## src/rtl/rom_arb_pkg.sv

```systemverilog
// Shared types and constants for the two-port ROM read arbiter.
package rom_arb_pkg;

    typedef enum logic [1:0] {
        IDLE = 2'd0,
        WAIT = 2'd1,
        ACK  = 2'd2
    } state_t;

    localparam logic PORT_CPU   = 1'b0;
    localparam logic PORT_EMU   = 1'b1;
    localparam int   AW_DEFAULT = 19;
    localparam int   CNT_W      = 4;

endpackage

```

## src/rtl/rom_arb_rr.sv

```systemverilog
// Two-way round-robin picker: a lone requester wins; on a tie the port not served last wins.
module rom_arb_rr
    import rom_arb_pkg::*;
(
    input  logic cpu_req,
    input  logic emu_req,
    input  logic last,
    output logic grant
);

    // Grant selection from the request pair and last-served pointer
    always_comb begin
        grant = PORT_CPU;
        if (cpu_req && emu_req) begin
            grant = (last == PORT_CPU) ? PORT_EMU : PORT_CPU;
        end else if (emu_req) begin
            grant = PORT_EMU;
        end else begin
            grant = PORT_CPU;
        end
    end

endmodule

```

## src/rtl/rom_arb.sv

```systemverilog
// Shares one fixed-latency ROM between a CPU port and an emulator port, one access at a time.
module rom_arb
    import rom_arb_pkg::*;
#(
    parameter int LAT = 2,
    parameter int AW  = AW_DEFAULT
) (
    input  logic          clk,
    input  logic          rst_n,
    input  logic          cpu_req,
    input  logic [AW-1:0] cpu_addr,
    output logic          cpu_ack,
    output logic [7:0]    cpu_rdata,
    input  logic          emu_req,
    input  logic [AW-1:0] emu_addr,
    output logic          emu_ack,
    output logic [7:0]    emu_rdata,
    output logic [AW-1:0] rom_addr,
    output logic          rom_oe,
    input  logic [7:0]    rom_data
);

    if (LAT < 1 || LAT > 15) begin : g_lat_check
        $error("rom_arb: LAT must be within 1..15");
    end

    localparam logic [CNT_W-1:0] CNT_LOAD = CNT_W'(LAT - 1);

    state_t           state_r, state_nxt_s;
    logic [CNT_W-1:0] cnt_r, cnt_nxt_s;
    logic             gnt_r, gnt_nxt_s;
    logic             last_r, last_nxt_s;
    logic             pick_s;
    logic [AW-1:0]    addr_nxt_s;
    logic             oe_nxt_s;
    logic             cpu_ack_nxt_s, emu_ack_nxt_s;
    logic [7:0]       cpu_rdata_nxt_s, emu_rdata_nxt_s;

    rom_arb_rr u_rr (
        .cpu_req (cpu_req),
        .emu_req (emu_req),
        .last    (last_r),
        .grant   (pick_s)
    );

    // Next-state and next-output computation; every register holds unless its state says otherwise
    always_comb begin
        state_nxt_s     = state_r;
        cnt_nxt_s       = cnt_r;
        gnt_nxt_s       = gnt_r;
        last_nxt_s      = last_r;
        addr_nxt_s      = rom_addr;
        oe_nxt_s        = rom_oe;
        cpu_ack_nxt_s   = 1'b0;
        emu_ack_nxt_s   = 1'b0;
        cpu_rdata_nxt_s = cpu_rdata;
        emu_rdata_nxt_s = emu_rdata;
        case (state_r)
            IDLE: begin
                if (cpu_req || emu_req) begin
                    gnt_nxt_s   = pick_s;
                    addr_nxt_s  = (pick_s == PORT_CPU) ? cpu_addr : emu_addr;
                    oe_nxt_s    = 1'b1;
                    cnt_nxt_s   = CNT_LOAD;
                    state_nxt_s = WAIT;
                end else begin
                    oe_nxt_s    = 1'b0;
                end
            end
            WAIT: begin
                if (cnt_r == 4'd0) begin
                    if (gnt_r == PORT_CPU) begin
                        cpu_ack_nxt_s   = 1'b1;
                        cpu_rdata_nxt_s = rom_data;
                    end else begin
                        emu_ack_nxt_s   = 1'b1;
                        emu_rdata_nxt_s = rom_data;
                    end
                    oe_nxt_s    = 1'b0;
                    state_nxt_s = ACK;
                end else begin
                    cnt_nxt_s = cnt_r - 4'd1;
                end
            end
            ACK: begin
                last_nxt_s  = gnt_r;
                state_nxt_s = IDLE;
            end
            default: begin
                oe_nxt_s    = 1'b0;
                state_nxt_s = IDLE;
            end
        endcase
    end

    // State and registered outputs; reset abandons any access in flight
    always_ff @(posedge clk or negedge rst_n) begin
        if (!rst_n) begin
            state_r   <= IDLE;
            cnt_r     <= 4'd0;
            gnt_r     <= PORT_CPU;
            last_r    <= PORT_EMU;
            rom_addr  <= '0;
            rom_oe    <= 1'b0;
            cpu_ack   <= 1'b0;
            emu_ack   <= 1'b0;
            cpu_rdata <= 8'h00;
            emu_rdata <= 8'h00;
        end else begin
            state_r   <= state_nxt_s;
            cnt_r     <= cnt_nxt_s;
            gnt_r     <= gnt_nxt_s;
            last_r    <= last_nxt_s;
            rom_addr  <= addr_nxt_s;
            rom_oe    <= oe_nxt_s;
            cpu_ack   <= cpu_ack_nxt_s;
            emu_ack   <= emu_ack_nxt_s;
            cpu_rdata <= cpu_rdata_nxt_s;
            emu_rdata <= emu_rdata_nxt_s;
        end
    end

endmodule

```

## config.mk

```make
export PLATFORM = sky130hd
export DESIGN_NAME = rom_arb
export DESIGN_NICKNAME = d
export VERILOG_FILES = /design/src/rtl/rom_arb_pkg.sv /design/src/rtl/rom_arb_rr.sv /design/src/rtl/rom_arb.sv
export SDC_FILE = /design/constraint.sdc
export NUM_CORES = 1
export LEC_CHECK = 0
export ABC_CLOCK_PERIOD_IN_PS = 1950
export CAP_MARGIN = 30
export CORE_ASPECT_RATIO = 1.75
export CORE_UTILIZATION = 35
export CTS_CLUSTER_SIZE = 28
export DETAILED_ROUTE_END_ITERATION = 16
export MAX_ROUTING_LAYER = met4
export PLACE_DENSITY = 0.71
export SYNTH_ARGS = -nofsm -noshare
export SYNTH_HDL_FRONTEND = slang
export SYNTH_SLANG_ARGS = --single-unit
```

## constraint.sdc

```tcl
create_clock -name clk -period 1.95 [get_ports clk]
set_clock_uncertainty 0.05 [all_clocks]
set_input_delay 0.195 -clock clk [delete_from_list [all_inputs] [get_ports clk]]
set_output_delay 0.195 -clock clk [all_outputs]
set_load 0.1 [all_outputs]
```

==> out/results.tsv <==
metric	value	unit
status	complete, no violations	
CP delay by family, top	simple AND/OR/NAND/NOR gates	
Nets	296	
first-pass GRT wire length	7310	um
Core Box Area	5590	um2
final hold vios	0	
top cells by area, synth	dfrtp_1 (55%), mux2_2 (30%), o21ai_0 (1.5%), dfstp_2 (1.3%), inv_1 (1.1%)	
data arrival time of the critical path	2.00	ns
Routed WL per cell	14.7	um
Synth Cell Area	2050	um2
Final Cycle Share	0.959	
starting density of the core	0.366	
area delta synth->final	52.9	%
syn_area_per_cell	14.1	um2
Buf+Inv Stages, Crit Path	2	
Synth Register Bits	46	
Post-synth top cells	mux2_2 (54), dfrtp_1 (45), inv_1 (6), o21ai_0 (6)	
Die Ht	103	um
TritonRoute pass-1 iters	4	
ys flop type	dfrtp_1	
Post-synth EDFFs	0	
fin. max-slew vios	0	
Max Buffers Root-to-Sink	2	
DRC	0	
Die Wd	59.8	um
# H-tree levels	2	
I/O Pins	88	
Worst-Skew Late Latency	0.30	ns
max-cap viol count	0	
critical path type	reg -> reg	
CP Launch Type	flip-flop	
Placer Congestion	0.813	
Placement Rows	36	
fmax	535	MHz
Hold WC Path Type	reg -> reg	
die footprint	6170	um2
total CTS buffers	5	
initial antenna violation count	0	
Critical Path Fanout Max	5	
Syn Inst Count	145	
DRT iter0 DRCs	27	
post-synthesis sequential area ratio	0.563	
fin area	3130	um2
asr flop ratio synth	1.00	
number of global-route vias before repair	1535	
post-layout min period	1.87	ns
cells along the critical path	inv_1 -> ha_4 -> or3b_4 -> nor3_4 -> buf_6 -> mux2_2	
layout cells sized above 1	0.488	
clk sinks	46	
via count	1510	
Final setup viols	0	
total gr overflow	0	
DRT Wirelength	4750	um
Slew @ Worst Pin	0.576	ns
GRT Util Overall	0.168	
area fraction of the dominant cell type after synthesis	0.550	
post-detailed-route count of antenna-violating nets	0	
vias per std cell	4.69	
syn_nets	196	
Slew HR	0.616	
multi-input gate area in the final layout	865	um2
CP required	2.08	ns
placed inst area	2990	um2
CTS tree	built	
Crit-path slowest cell	or3b_4	
RSZ-0062 raised after global routing	false	
pin count of the biggest net entering global routing	47	
root buffer cell	clkbuf_8	
Unique masters post-synth	29	
# port buffers	87	
Crit path largest cell delay	0.41	ns
Post-DP HPWL	3620	um
Storage cell area	1150	um2
Fill cells	521	
Yosys warning total	0	
CTS clk-pin slew, worst paths	0.09	ns
Worst Setup End Kind	flip-flop	
diodes inserted	0	
most frequent cell after synthesis	mux2_2	
area leader, netlist	dfrtp_1	
-- timing repair --
item,in CTS,in global routing
pin swaps,0,1
gates resized for setup,1,5
buffers inserted,0,0
setup endpoints to repair,8,8
gates cloned,0,1
endpoints found under the hold margin,45,0
hold buffers,1,0
-- registers in the layout (all words and copies together) (netlist names) --
name and cells:
gnt_r 1, rom_addr 19, state_r 2, last_r 1, cpu_rdata 8, emu_rdata 8
cnt_r 4, cpu_ack 1, emu_ack 1, rom_oe 1
-- path summary, 6_finish.rpt --
kind	startpoint	end	slack, ns	cells after the start
max in group asynchronous	rst_n	emu_rdata[5]$_DFFE_PN0P_	1.00	3
worst max-delay path	cnt_r[1]$_DFFE_PN0P_	emu_rdata[7]$_DFFE_PN0P_	0.08	6
worst max register to register	cnt_r[1]$_DFFE_PN0P_	emu_rdata[7]$_DFFE_PN0P_	0.08	6
min in group asynchronous	rst_n	cpu_rdata[6]$_DFFE_PN0P_	0.47	3
worst min register to register	emu_rdata[0]$_DFFE_PN0P_	emu_rdata[0]$_DFFE_PN0P_	0.46	1
worst min-delay path	emu_rdata[0]$_DFFE_PN0P_	emu_rdata[0]$_DFFE_PN0P_	0.46	1
-- logic make-up (layout without fill, tap and decap cells) --
logic type,after synthesis,after routing,synth area share
buf+inv,11,112,0.0214
compound gates,14,14,0.0465
flops,46,46,0.563
mux,56,56,0.307
fa+ha+maj,1,1,0.00612
simple gates,17,17,0.0557
-- cell type report --
type | count | share of cell area
sequential | 46 | 0.368
timing repair buffer | 98 | 0.284
multi-input combinational | 88 | 0.276
clock buffer | 7 | 0.0308
tap | 76 | 0.0304
inverter | 6 | 0.00720
clock inverter | 1 | 0.00280
-- per-layer routing --
| metal | global-route usage | share of wire |
|---|---|---|
| met5 | - | 0 |
| met4 | 0.0769 | 0.023 |
| met3 | 0.0238 | 0.031 |
| met2 | 0.308 | 0.60 |
| met1 | 0.169 | 0.35 |
-- cells in the final DEF (no fill, tap or decap), types with 2 or more instances in the layout --
cell type | synthesis | routed
clkbuf_8 | 0 | 7
dfrtp_1 | 45 | 45
mux2_2 | 54 | 54
mux2i_1 | 2 | 2
buf_4 | 0 | 44
o21ai_0 | 6 | 6
clkdlybuf4s50_1 | 0 | 48
buf_12 | 0 | 2
o31ai_1 | 2 | 2
buf_6 | 0 | 2
nor2_1 | 3 | 2
inv_1 | 6 | 5
nand3_1 | 3 | 3
-- through the flow --
| step | hold WS (ns) | setup TNS, ns | std cells | setup slack [ns] | util |
|---|---|---|---|---|---|
| floorplan | -0.151 | 0 | 145 | 0.0451 | - |
| global placement | 0.269 | 0 | 312 | 0.0588 | 0.534 |
| detailed placement | 0.269 | -0.000774 | 312 | -0.000774 | 0.534 |
| CTS | 0.466 | 0 | 321 | 0.00591 | 0.556 |
| global route | 0.478 | 0 | 322 | 0.0147 | 0.560 |
| finish | 0.462 | 0 | 322 | 0.0802 | 0.560 |
Power is left out: the tool's default activity adds up to more than one toggle a clock period on the data nets, which glitch-free logic cannot reach.
==> RTL change: new RTL, same settings <==
Encoding of `state_t`: now one-hot (3 bits for 3 states).
--- a/src/rtl/rom_arb_pkg.sv
+++ b/src/rtl/rom_arb_pkg.sv
@@ -1,10 +1,10 @@
 // Shared types and constants for the two-port ROM read arbiter.
 package rom_arb_pkg;
 
-    typedef enum logic [1:0] {
-        IDLE = 2'd0,
-        WAIT = 2'd1,
-        ACK  = 2'd2
+    typedef enum logic [2:0] {
+        IDLE = 3'b001,
+        WAIT = 3'b010,
+        ACK  = 3'b100
     } state_t;
 
     localparam logic PORT_CPU   = 1'b0;
Check against the original RTL: same outputs for any inputs over 10 cycles, from zero or initial values and one cycle with rst_n low; not proved beyond that.
==> RTL change against the unedited design <==
Area after synthesis is 0.55% higher; sequential cell count is 1 higher; worst setup slack worse by 7.6 ps; design area hardly changed; die area is 0.54% higher; routed wire length is 7.5% lower; critical path type unchanged.
Power is left out: the tool's default activity adds up to more than one toggle a clock period on the data nets, which glitch-free logic cannot reach.
==> RTL change: results (changes against the unedited design) <==
status: "finished, final reports clean"  # unchanged
clockBufferDepth: 2  # unchanged
nets: 293  # was 296
grt_pass1_vias: 1626  # was 1,535
clk_pin_slew_ps: 80
use_met2_pct: 29.6  # was 30.8%
yosys.area_share.xor_xnor_pct: 0.426  # was 0%
synth_area_leaders: "dfrtp_1, mux2_2, dfstp_2"  # was dfrtp_1, mux2_2, o21ai_0
synthFlopType: "dfrtp_1"  # unchanged
vias: 1502  # was 1,510
synth_nets: 193  # was 196
synth_common_cells: "mux2_2, dfrtp_1, inv_1, nor3b_1"  # was mux2_2, dfrtp_1, inv_1, o21ai_0
synth_cell_type_count: 25  # was 29
grt_use_met3_pct: 4.60  # was 2.38%
grt_usage_pct: 15.3  # was 16.8%
drt_iter0_drc: 30  # was 27
insertion_delay_ps: 300  # about the same
ys_warn_count: 0  # unchanged
fillers: 492  # was 521
use_met1_pct: 13.3  # was 16.9%
drt-total-wl_um: 4390  # was 4750 um
synth-compound-area-share_pct: 3.16  # was 4.65%
grt_max_degree: 27  # was 47
synth_fa_ha_area_share_pct: 0.608  # was 0.612%
ys_async_sr_fraction_pct: 100  # unchanged
dp_hpwl_um: 3450  # was 3620 um
port_buffers: 87  # unchanged
grt_pass1_wl_um: 6830  # was 7310 um
clockRootBuffer: "clkbuf_8"  # unchanged
h-tree-depth: 2  # unchanged
layout-drive-gt1-share_pct: 48.6  # was 48.8%
crit_slowest_cell: "or3b_4"  # unchanged
grt_antenna_before_repair: 0  # unchanged
hp-class: "in -> async"  # was reg -> reg
gp_congestion: 0.752  # was 0.813
ys_seq_area_share_pct: 57.3  # was 56.3%
muxShareOfSynthArea_pct: 30.1  # was 30.7%
tightest_slew_ps: 507  # was 576 ps
crit_fanout: 9  # was 5
cp.arrival_ps: 2010
firstDrtPassIters: 3  # was 4
## RTL change: path summary, 6_finish.rpt
path | startpoint | to | cells past startpoint
min in group clk | emu_rdata[5] | emu_rdata[5] | 1
min | rst_n | rom_addr[6] | 2
max in group asynchronous | rst_n | state_r[0] | 3
max reg2reg | cnt_r[0] | cpu_rdata[6] | 6
max | cnt_r[0] | cpu_rdata[6] | 6
min reg2reg | emu_rdata[5] | emu_rdata[5] | 1
## RTL change: metrics by stage
| stage | hold WS (ps) | cell area, sq um | util [%] | worst slack, ps | std cells |
|---|---|---|---|---|---|
| 6_report | 352 | 3130 | 55.5 | 72.6 | 319 |
| 2_1_floorplan | -151 | 2060 | - | 20.3 | 142 |
| 3_3_place_gp | 140 | 3030 | 53.9 | 100 | 310 |
| 4_1_cts | 368 | 3120 | 55.5 | 49.5 | 319 |
| 5_1_grt | 396 | 3130 | 55.5 | 4.16 | 319 |
| 3_5_place_dp | 151 | 3030 | 53.9 | 75.8 | 310 |
## RTL change: layout make-up
| type | count | share of cell area (%) |
|---|---|---|
| Sequential cell | 47 | 37.7 |
| Timing Repair Buffer | 99 | 29.2 |
| Tap cell | 76 | 3.04 |
| Multi-Input combinational cell | 84 | 26.9 |
| Inverter | 5 | 0.600 |
| Clock inverter | 1 | 0.160 |
| Clock buffer | 7 | 2.44 |
## RTL change: critical path: cells and delay by family, from the launching register on
kind	cells	cell delay, ps
buffers and inverters	2	240
flip-flops	1	390
multiplexers	1	330
adder cells (fa/ha/maj)	1	190
AND/OR/NAND/NOR	2	570
## RTL change: per-layer routing
metal | vias to the layer above | share of wire [%]
met5 | - | 0
met4 | 0 | 1.4
met3 | 7 | 9.0
met2 | 76 | 54
met1 | 714 | 36
li1 | 705 | -
## RTL change: timing repair
| action | 4_1_cts | 5_1_grt |
|---|---|---|
| setup buffers | 0 | 0 |
| resized for setup | 0 | 1 |
| hold buffers | 1 | 0 |
| endpoints found under the setup margin | 0 | 6 |
| endpoints found under the hold margin | 21 | 0 |
## RTL change: cell families after synthesis
logic type / Yosys count
simple gates: 18
xor+xnor: 1
buf+inv: 11
compound gates: 9
fa+ha+maj: 1
flops: 47
mux: 55
